$ cat config.mk
export PLATFORM = sky130hd
export DESIGN_NAME = dmi_req_bridge
export DESIGN_NICKNAME = d
export VERILOG_FILES = /design/src/rtl/dmi_req_bridge_pkg.sv /design/src/rtl/dmi_req_bridge_tgl_sync.sv /design/src/rtl/dmi_req_bridge.sv
export SDC_FILE = /design/constraint.sdc
export NUM_CORES = 1
export LEC_CHECK = 0
export ABC_AREA = 1
export BUFFER_PORTS_ARGS = -buffer_cell sky130_fd_sc_hd__buf_4
export CORE_ASPECT_RATIO = 1.5
export CORE_MARGIN = 2
export CORE_UTILIZATION = 45
export CTS_CLUSTER_DIAMETER = 100
export DETAILED_ROUTE_END_ITERATION = 7
export PLACE_DENSITY = 0.84
export SYNTH_ARGS = -nofsm -noshare
export SYNTH_HDL_FRONTEND = slang
export SYNTH_SLANG_ARGS = --single-unit
$ cat constraint.sdc
create_clock -name clk -period 1.6 [get_ports clk]
set_input_delay 0.32 -clock clk [delete_from_list [all_inputs] [get_ports clk]]
set_output_delay 0.32 -clock clk [all_outputs]
set_load 0.01 [all_outputs]
$ cat src/rtl/dmi_req_bridge_pkg.sv
// ----------------------------------------------------------------------------
// dmi_pkg
//   Shared types for the core-clock side of the JTAG DMI path.
//   - dmi_state_e : bridge FSM states (IDLE -> REQ -> WAIT -> IDLE)
//   - DMI_OK / DMI_FAIL / DMI_BUSY : op status codes returned to the TAP
// Optional feature macro used by the bridge: DMI_TIMEOUT_EN
// ----------------------------------------------------------------------------
package dmi_pkg;

   typedef enum logic [1:0] {
      IDLE = 2'd0,
      REQ  = 2'd1,
      WAIT = 2'd2
   } dmi_state_e;

   localparam logic [1:0] DMI_OK   = 2'b00;
   localparam logic [1:0] DMI_FAIL = 2'b10;
   localparam logic [1:0] DMI_BUSY = 2'b11;

endpackage

$ cat src/rtl/dmi_req_bridge_tgl_sync.sv
// ----------------------------------------------------------------------------
// dmi_tgl_sync
//   Brings a tck-domain toggle into the core clock domain and turns each
//   transition into a one-cycle pulse. Two synchroniser flops, one edge-detect
//   flop and a registered pulse: a toggle change sampled at edge N gives a
//   pulse during the cycle following edge N+2.
//   Reset loads every stage from the live toggle, so the level present at
//   reset never produces an event.
// Ports
//   i_clk   in  1  core clock
//   i_rst   in  1  synchronous, active-high reset
//   i_tgl   in  1  asynchronous toggle input
//   o_pulse out 1  one-cycle pulse per toggle transition
// ----------------------------------------------------------------------------
module dmi_tgl_sync (
   input  logic i_clk,
   input  logic i_rst,
   input  logic i_tgl,
   output logic o_pulse
);

   logic r_sync1;
   logic r_sync2;
   logic r_edge;
   logic r_pulse;

   always_ff @(posedge i_clk) begin
      if (i_rst) begin
         r_sync1 <= i_tgl;
         r_sync2 <= i_tgl;
         r_edge  <= i_tgl;
         r_pulse <= 1'b0;
      end else begin
         r_sync1 <= i_tgl;
         r_sync2 <= r_sync1;
         r_edge  <= r_sync2;
         r_pulse <= r_sync2 ^ r_edge;
      end
   end

   assign o_pulse = r_pulse;

endmodule

$ cat src/rtl/dmi_req_bridge.sv
// ----------------------------------------------------------------------------
// dmi_req_bridge
//   Core-clock side of the JTAG DMI path. Takes toggle-qualified requests from
//   the TAP, issues one valid/ready request to the debug module, captures the
//   response and hands rd_data / status / idle hint back to the TAP.
//   One request outstanding at a time.
//
//   Handshake: dmi_req_valid rises with the request fields and holds them
//   stable until the cycle dmi_req_ready is seen high; that clock edge is the
//   transfer. dmi_rsp_valid is a single-cycle pulse only honoured in WAIT.
//
//   Optional feature: define DMI_TIMEOUT_EN to abandon a request that gets no
//   response within TIMEOUT clocks of entering WAIT (status FAIL).
//
// Ports
//   clk, rst                  core clock, synchronous active-high reset
//   jtag_req_tgl              toggle per new TAP request
//   jtag_wr_en / jtag_rd_en   request type (both set = write, neither = nop)
//   jtag_addr / jtag_wdata    request fields, stable across the toggle
//   jtag_dmireset_tgl         toggle: clear sticky status
//   jtag_hardreset_tgl        toggle: abort outstanding request, clear status
//   dmi_req_*                 request channel to the debug module
//   dmi_rsp_*                 response pulse from the debug module
//   rd_data / rd_status       last read data and op status to the TAP
//   dmi_stat                  sticky status for DTMCS (same as rd_status)
//   idle                      constant IDLE_HINT
//   dbg_state                 current FSM state
// ----------------------------------------------------------------------------
module dmi_req_bridge
   import dmi_pkg::*;
#(
   parameter int          AWIDTH    = 7,
   parameter logic [2:0]  IDLE_HINT = 3'd1,
   parameter int          TIMEOUT   = 255
) (
   input  logic              clk,
   input  logic              rst,
   input  logic              jtag_req_tgl,
   input  logic              jtag_wr_en,
   input  logic              jtag_rd_en,
   input  logic [AWIDTH-1:0] jtag_addr,
   input  logic [31:0]       jtag_wdata,
   input  logic              jtag_dmireset_tgl,
   input  logic              jtag_hardreset_tgl,
   output logic              dmi_req_valid,
   input  logic              dmi_req_ready,
   output logic [AWIDTH-1:0] dmi_req_addr,
   output logic [31:0]       dmi_req_wdata,
   output logic              dmi_req_wr,
   input  logic              dmi_rsp_valid,
   input  logic [31:0]       dmi_rsp_rdata,
   input  logic              dmi_rsp_err,
   output logic [31:0]       rd_data,
   output logic [1:0]        rd_status,
   output logic [1:0]        dmi_stat,
   output logic [2:0]        idle,
   output logic [1:0]        dbg_state
);

   logic w_req_p;
   logic w_dmirst_p;
   logic w_hrst_p;

   dmi_tgl_sync u_req_sync (
      .i_clk(clk), .i_rst(rst), .i_tgl(jtag_req_tgl), .o_pulse(w_req_p)
   );
   dmi_tgl_sync u_dmirst_sync (
      .i_clk(clk), .i_rst(rst), .i_tgl(jtag_dmireset_tgl), .o_pulse(w_dmirst_p)
   );
   dmi_tgl_sync u_hrst_sync (
      .i_clk(clk), .i_rst(rst), .i_tgl(jtag_hardreset_tgl), .o_pulse(w_hrst_p)
   );

   dmi_state_e        r_state;
   dmi_state_e        w_state_nxt;
   logic [1:0]        r_status;
   logic [1:0]        w_status_nxt;
   logic [AWIDTH-1:0] r_addr;
   logic [31:0]       r_wdata;
   logic              r_wr;
   logic [31:0]       r_rd_data;
   logic              w_latch;
   logic              w_rd_load;
   logic              w_timeout;

`ifdef DMI_TIMEOUT_EN
   // At least 8 bits; wider only if TIMEOUT needs it.
   localparam int TW = (TIMEOUT > 255) ? $clog2(TIMEOUT + 1) : 8;
   logic [TW-1:0] r_tmo_cnt;

   // Counter reads 0 in the first WAIT cycle, so TIMEOUT-1 is the last one.
   always_ff @(posedge clk) begin
      if (rst || (r_state != WAIT)) begin
         r_tmo_cnt <= '0;
      end else begin
         r_tmo_cnt <= r_tmo_cnt + 1'b1;
      end
   end

   assign w_timeout = (r_state == WAIT) && (r_tmo_cnt == TW'(TIMEOUT - 1));
`else
   logic w_unused_timeout;
   assign w_unused_timeout = (TIMEOUT != 0);
   assign w_timeout        = 1'b0;
`endif

   always_comb begin
      w_state_nxt  = r_state;
      w_status_nxt = r_status;
      w_latch      = 1'b0;
      w_rd_load    = 1'b0;
      case (r_state)
         IDLE: begin
            // Sticky status blocks new requests; nops are dropped.
            if (w_req_p && (r_status == DMI_OK) && (jtag_wr_en || jtag_rd_en)) begin
               w_latch     = 1'b1;
               w_state_nxt = REQ;
            end
         end
         REQ: begin
            if (dmi_req_ready) w_state_nxt = WAIT;
         end
         WAIT: begin
            // A response arriving on the timeout cycle is a normal completion.
            if (dmi_rsp_valid) begin
               w_rd_load   = !r_wr;
               if (dmi_rsp_err) w_status_nxt = DMI_FAIL;
               w_state_nxt = IDLE;
            end else if (w_timeout) begin
               w_status_nxt = DMI_FAIL;
               w_state_nxt  = IDLE;
            end
         end
         default: w_state_nxt = IDLE;
      endcase

      // Priority, lowest to highest: fail, busy, dmireset, hardreset.
      if (w_req_p && (r_state != IDLE)) w_status_nxt = DMI_BUSY;
      if (w_dmirst_p) w_status_nxt = DMI_OK;
      if (w_hrst_p) begin
         w_state_nxt  = IDLE;
         w_status_nxt = DMI_OK;
         w_latch      = 1'b0;
         w_rd_load    = 1'b0;
      end
   end

   always_ff @(posedge clk) begin
      if (rst) begin
         r_state   <= IDLE;
         r_status  <= DMI_OK;
         r_addr    <= '0;
         r_wdata   <= '0;
         r_wr      <= 1'b0;
         r_rd_data <= '0;
      end else begin
         r_state  <= w_state_nxt;
         r_status <= w_status_nxt;
         if (w_latch) begin
            r_addr  <= jtag_addr;
            r_wdata <= jtag_wdata;
            r_wr    <= jtag_wr_en;
         end
         if (w_rd_load) r_rd_data <= dmi_rsp_rdata;
      end
   end

   assign dmi_req_valid = (r_state == REQ);
   assign dmi_req_addr  = r_addr;
   assign dmi_req_wdata = r_wdata;
   assign dmi_req_wr    = r_wr;
   assign rd_data       = r_rd_data;
   assign rd_status     = r_status;
   assign dmi_stat      = r_status;
   assign idle          = IDLE_HINT;
   assign dbg_state     = r_state;

endmodule
==> results of run 1 <==
## worst reg2reg max path, cell delays in order (launching register included)
cell and delay [ns]:
dfxtp_1 0.42, inv_2 0.07, nor2_4 0.13, nand3_4 0.17
buf_4 0.26, o21ai_1 0.16, nor2_1 0.06
## flip-flops by register name, indices dropped and copies added (netlist names), 2 cells and up
signal and flops:
rd_data 32, dmi_req_wdata 32, dbg_state 2, dmi_req_addr 7, dmi_stat 2
## worst min path at each step
| stage | from | slack (ns) | to | depth (start not counted) |
|---|---|---|---|---|
| 2_1_floorplan | jtag_dmireset_tgl | 0.35 | u_dmirst_sync.r_sync1 | 0 |
| 3_3_place_gp | u_dmirst_sync.r_sync1 | 0.40 | u_dmirst_sync.r_sync2 | 2 |
| 3_5_place_dp | u_dmirst_sync.r_sync1 | 0.42 | u_dmirst_sync.r_sync2 | 2 |
| 4_1_cts | jtag_dmireset_tgl | 0.09 | u_dmirst_sync.r_sync1 | 1 |
| 5_1_grt | jtag_dmireset_tgl | 0.08 | u_dmirst_sync.r_sync1 | 1 |
| 6_report | jtag_dmireset_tgl | 0.1 | u_dmirst_sync.r_sync1 | 1 |
## per-layer routing
layer	wire (um)	part of all wire, %	GRT usage (%)
met1	3220	37	23.1
met2	4710	54	37.5
met3	488	5.6	4.62
met4	260	3.0	10.4
met5	0	0	0
## per-stage QoR
stage | worst slack (ns) | power, mW | cells
6_report | 0.0918 | 5.51 | 731
5_1_grt | 0.0124 | 5.78 | 731
4_1_cts | 0.0351 | 5.57 | 731
3_5_place_dp | 0.179 | 3.33 | 716
3_3_place_gp | 0.254 | 3.29 | 716
2_1_floorplan | 0.459 | 2.91 | 478
## power groups by stage
stage               Sequential (mW)  Combinational (mW)  Clock [mW]
global placement               2.45               0.845           0
global route                   2.42               0.972        2.38
CTS                            2.41               0.879        2.28
finish                         2.41               0.873        2.23
detailed placement             2.45               0.874           0
floorplan                      2.49               0.420           0
## final cells by class
class	count	area (sq um)	share of cell area [%]
tap	102	128	2.55
sequential	88	1760	35.2
clock inverter	3	65.1	1.30
multi-input combinational	307	1310	26.1
inverter	51	191	3.82
timing repair buffer	168	1300	25.9
clock buffer	12	256	5.12
## cells by family (layout without fill, tap and decap cells)
family / after synthesis / in the layout
buffers and inverters: 83 / 234
DFF: 88 / 88
other: 2 / 3
and+or+nand+nor: 264 / 264
xor gates and xnor gates: 3 / 3
AOI/OAI and AO/OA: 37 / 37
## what timing repair did
| item | CTS | global route |
|---|---|---|
| gates resized for setup | 0 | 2 |
| endpoints found under the setup margin | 0 | 2 |
| endpoints found under the hold margin | 0 | 0 |
## layout by cell type (no fill, tap or decap)
cell type  netlist  routed
a21oi_1          5       5
buf_12           0       3
buf_4            6     165
bufinv_16        0       2
clkbuf_1         2       1
clkbuf_16        0       9
clkbuf_8         0       2
clkinv_2         0       1
conb_1           2       3
dfxtp_1         88      88
inv_1           46      46
inv_2            5       5
nand2_1         63      63
nand2_2          1       1
nand3_1         42      42
nand3_4          0       1
nor2_1         152     151
nor2_2           2       3
nor2_4           2       2
o21ai_0          2       2
o21ai_1         30      30
or2_0            1       1
xnor2_1          3       3
==> summary.txt, run 1 <==
Outcome
  • Outcome: completed

Clocking
  • CTS root buffer: clkbuf_16
  • Max clock buf depth: 2
  • Clk Latency, worst-skew pair: 0.33 ns
  • Post-CTS Hold Buffers: 0
  • Clock sinks: 88
  • Post-CTS setup buffers: 0
  • Reg clk slew, reported paths: 0.06 ns
  • Htree depth: 3
  • CTS tree: built
  • Num CTS Buffers: 9

STA
  • Setup tns final: 0 ns
  • Fmax: 0.663 GHz
  • Period minus WS final: 1.51 ns
  • Final Max Slew Viols: 0
  • Worst hold slack: 0.0975 ns
  • Final period utilization: 94.3%
  • Skew final: 0.00575 ns
  • Final setup viols: 0
  • RSZ-0062 raised after global routing: no
  • Final hold vios: 0

Worst setup path
  • Critical path destination: dmi_req_valid
  • Worst path cell trace: inv_1, nor2_2, buf_4
  • Critical Path Start Type: flop
  • R2R depth: 6
  • Reg2reg setup slack: 0.23 ns
  • Data required, critical path: 1.28 ns
  • WP data arrival: 1.19 ns
  • Reg2Reg Capture Point: rd_data[30]
  • Cell family with most CP delay: flip-flops
  • CP Max Fanout: 4
  • Setup CP Type: flop to output pin
  • R2r startpoint: dbg_state[1]
  • Crit end category: output pin
  • CP Buf/Inv Count: 2
  • Slowest CP cell: dfxtp_1
  • Worst path depth: 3
  • CP startpoint: dbg_state[0]
  • Worst stage delay on the critical path: 0.44 ns

Yosys
  • Syn avg cell area: 7.25 sq um
  • Post-synth top cells: nor2_1, dfxtp_1, nand2_1
  • Synth top area share: 50.9%
  • Post-Syn Area: 3460 sq um
  • Mux contribution to synthesized area: 0%
  • Synth Area in Compound Gates: 5.35%
  • Seq/Total Area, Yosys: 50.9%
  • Largest area contributor in the netlist: dfxtp_1
  • Post-synth ARST share: 0%
  • Largest cells by area after synthesis: dfxtp_1, nor2_1, nand2_1, nand3_1, inv_1
  • Synth unique cells: 21
  • Largest family of logic cells by synthesized area: simple AND/OR/NAND/NOR gates
  • Count leader, synth: nor2_1
  • Synth Area in XOR/XNOR: 0.759%
  • Post-Synth Simple-Gate Area: 31.1%
  • Synthesized-area fraction occupied by adder cells: 0%
  • Post-synth EDFFs: 0
  • Yosys warns: 0
  • Post-Syn Instances: 477
  • Seq cells post-synth: 88
  • Main synth FF type: dfxtp_1

GRT
  • First-pass GRT wire length: 14000 um
  • Initial antenna violation count: 0
  • Largest net degree at the start of global routing: 47
  • Global-route usage over all layers: 21.3%
  • Remaining Overflow, GRT: 0
  • Vias in the first global route: 3246

Pwr
  • P_int: 4.20 mW
  • Seq pwr share: 43.7%
  • Peak VDD IR: 754 uV
  • Power Density: 1100 nW/um^2
  • Switching Fraction: 23.7%
  • Psw: 1.31 mW
  • Comb pwr share: 15.9%
  • P_leak: 2.51 nW
  • Clk pwr share: 40.5%

Floorplanning
  • Die Area: 8420 sq um
  • Die width: 75.6 um
  • Initial core utilization: 46.0%
  • Core area: 7510 sq um
  • # rows: 39
  • Io pins: 163
  • Die Y: 111 um

Layout
  • Final Core Density: 66.6%
  • Fraction of layout cells with a size suffix above 1: 30.8%
  • Area grow syn2layout: 44.8%
  • Final instance area: 5010 sq um
  • Nets@finish: 706
  • ANT cells: 0
  • Layout fillers: 636

Detailed routing
  • 1st-iter DRT viols: 107
  • Via count: 3377
  • DRC: 0
  • Drt pass-1 iters: 4
  • DRT antenna net count: 0
  • Final WL: 8680 um
  • Via/cell ratio: 4.62
  • Avg WL per Cell: 11.9 um

Placement
  • I/O Buffers: 159
  • Cell Area, Placed: 4680 sq um
  • Placer Congestion: 0.786
  • HPWL Detailed: 6400 um

Min path
  • Hold crit path type: input pin to flop

Run
  • Max-cap viol count: 0
Power figures use the tool's default switching activity.
==> inputs of run 2 (changes only) <==
--- a/config.mk
+++ b/config.mk
@@ -9,10 +9,11 @@
 export BUFFER_PORTS_ARGS = -buffer_cell sky130_fd_sc_hd__buf_4
 export CORE_ASPECT_RATIO = 1.5
 export CORE_MARGIN = 2
-export CORE_UTILIZATION = 45
+export CORE_UTILIZATION = 50
 export CTS_CLUSTER_DIAMETER = 100
 export DETAILED_ROUTE_END_ITERATION = 7
-export PLACE_DENSITY = 0.84
+export PLACE_DENSITY = 0.91
+export RECOVER_POWER = 100
 export SYNTH_ARGS = -nofsm -noshare
 export SYNTH_HDL_FRONTEND = slang
 export SYNTH_SLANG_ARGS = --single-unit
==> summary.txt, run 2 (synthesis gave the netlist of run 1 again) <==
STA
  • Final Max Slew Viols: 0
  • Setup tns final: 0 ns
  • Period minus WS final: 1.51 ns
  • Final period utilization: 94.4%
  • Skew final: 0.00920 ns
  • Worst-Margin Slew: 0.722 ns
  • Slew headroom: 51.9%
  • Final setup viols: 0
  • RSZ-0062 raised after global routing: no
  • Worst hold slack: 0.105 ns
  • Fmax: 0.662 GHz
  • Final hold vios: 0

Worst setup path
  • CP Max Fanout: 4
  • WP data arrival: 1.19 ns
  • R2R depth: 7
  • Setup CP Type: flop to output pin
  • Reg2reg setup slack: 0.23 ns
  • Critical Path Start Type: flop
  • Data required, critical path: 1.28 ns
  • R2r startpoint: dmi_stat[0]
  • Reg2Reg Capture Point: dmi_req_wdata[17]
  • Crit end category: output pin

Placement
  • Placer Congestion: 0.816
  • I/O Buffers: 159
  • HPWL Detailed: 6520 um
  • Placed Instances: 693

Outcome
  • Outcome: completed

Pwr
  • Pwr Total: 4.72 mW
  • Power Density: 1040 nW/um^2
  • P_leak: 2.10 nW
  • Peak VDD IR: 890 uV

GRT
  • First-pass GRT wire length: 13800 um
  • Vias in the first global route: 3164
  • Initial antenna violation count: 0
  • Remaining Overflow, GRT: 0
  • Largest net degree at the start of global routing: 43
  • Global-route usage over all layers: 22.7%

Detailed routing
  • Drt pass-1 iters: 4
  • Avg WL per Cell: 12.3 um
  • DRT antenna net count: 0
  • 1st-iter DRT viols: 165
  • Via/cell ratio: 4.78
  • DRC: 0
  • Via count: 3389
  • Final WL: 8690 um

Layout
  • Non-Filler Instances: 709
  • Most frequent cells in the layout: nor2_1, dfxtp_1, buf_4, clkbuf_1, nand2_1
  • Nets@finish: 707
  • Area grow syn2layout: 31.1%
  • Fraction of layout cells with a size suffix above 1: 18.1%
  • Layout fillers: 646
  • Most common cell after layout, fill and taps aside: nor2_1
  • ANT cells: 0
  • Final Core Density: 67.1%

Floorplanning
  • Die Y: 106 um
  • Io pins: 163
  • Die width: 71.9 um
  • Die Area: 7610 sq um
  • Core area: 6760 sq um
  • # rows: 37
  • Initial core utilization: 51.2%

Clocking
  • Clk Latency, worst-skew pair: 0.35 ns
  • CTS tree: built
  • Htree depth: 3
  • Num CTS Buffers: 9
  • Post-CTS setup buffers: 0
  • Reg clk slew, reported paths: 0.08 ns
  • CTS root buffer: clkbuf_8
  • Clock sinks: 88
  • Post-CTS Hold Buffers: 0
  • Max clock buf depth: 2
  • Cts repair resizes: 0

Min path
  • Worst Hold Depth: 1
  • HP Start: jtag_req_tgl
  • Hold crit path type: input pin to flop
  • Worst hold endpoint: u_req_sync.r_sync1

Run
  • Max-cap viol count: 0
-- run 2: changes by cell type in the layout (fill, tap and decap cells not counted), moves of 2 or more --
cell and delta:
nor2_2 -2, clkbuf_8 +8, clkinvlp_4 +4, buf_12 -2, clkbuf_16 -9, clkbuf_4 +4, buf_4 -83, clkbuf_2 +2
clkbuf_1 +79, inv_1 +2, inv_2 -2, nor2_1 +2
-- run 2: worst max-delay path: stages (launching register included) --
cell and delay [ns]:
dfxtp_2 0.40, inv_1 0.06, nor2_1 0.19, clkbuf_1 0.20
-- run 2: metal layers --
metal	up-vias	share of wire, %	global-route usage (%)
met5	-	0	0
met4	0	2.3	9.97
met3	16	5.5	4.02
met2	111	55	42.7
met1	1530	37	23.8
li1	1732	-	-
-- run 2: worst max path at each step --
stage	start	to	slack, ns	cells after the start
after floorplan	dmi_stat[0]	dmi_req_wdata[10]	0.46	7
after global placement	dbg_state[1]	rd_data[14]	0.25	6
after detailed placement	dbg_state[1]	rd_data[12]	0.17	6
after CTS	dbg_state[0]	dmi_req_valid	0.02	3
after global routing	dbg_state[1]	rd_data[22]	0.04	7
final	dbg_state[0]	dmi_req_valid	0.09	3
-- run 2: layout make-up --
cell class | count | area, sq um | share of cell area (%)
sequential | 88 | 1760 | 38.9
multi-input combinational | 307 | 1300 | 28.7
timing repair buffer | 169 | 976 | 21.5
inverter | 51 | 191 | 4.22
clock buffer | 10 | 138 | 3.03
tap | 78 | 97.6 | 2.15
clock inverter | 6 | 68.8 | 1.52
-- run 2: power breakdown --
group	total (mW)	switching, mW	internal (mW)
sequential	2.40	0.0754	2.32
combinational	0.774	0.440	0.335
clock	1.55	0.783	0.766
total	4.72	1.30	3.43
-- run 2: through the flow --
step,worst slack [ns],area (sq um)
finish,0.0903,4540
global route,0.0412,4540
CTS,0.0188,4850
detailed placement,0.174,4640
global placement,0.252,4640
floorplan,0.459,3460
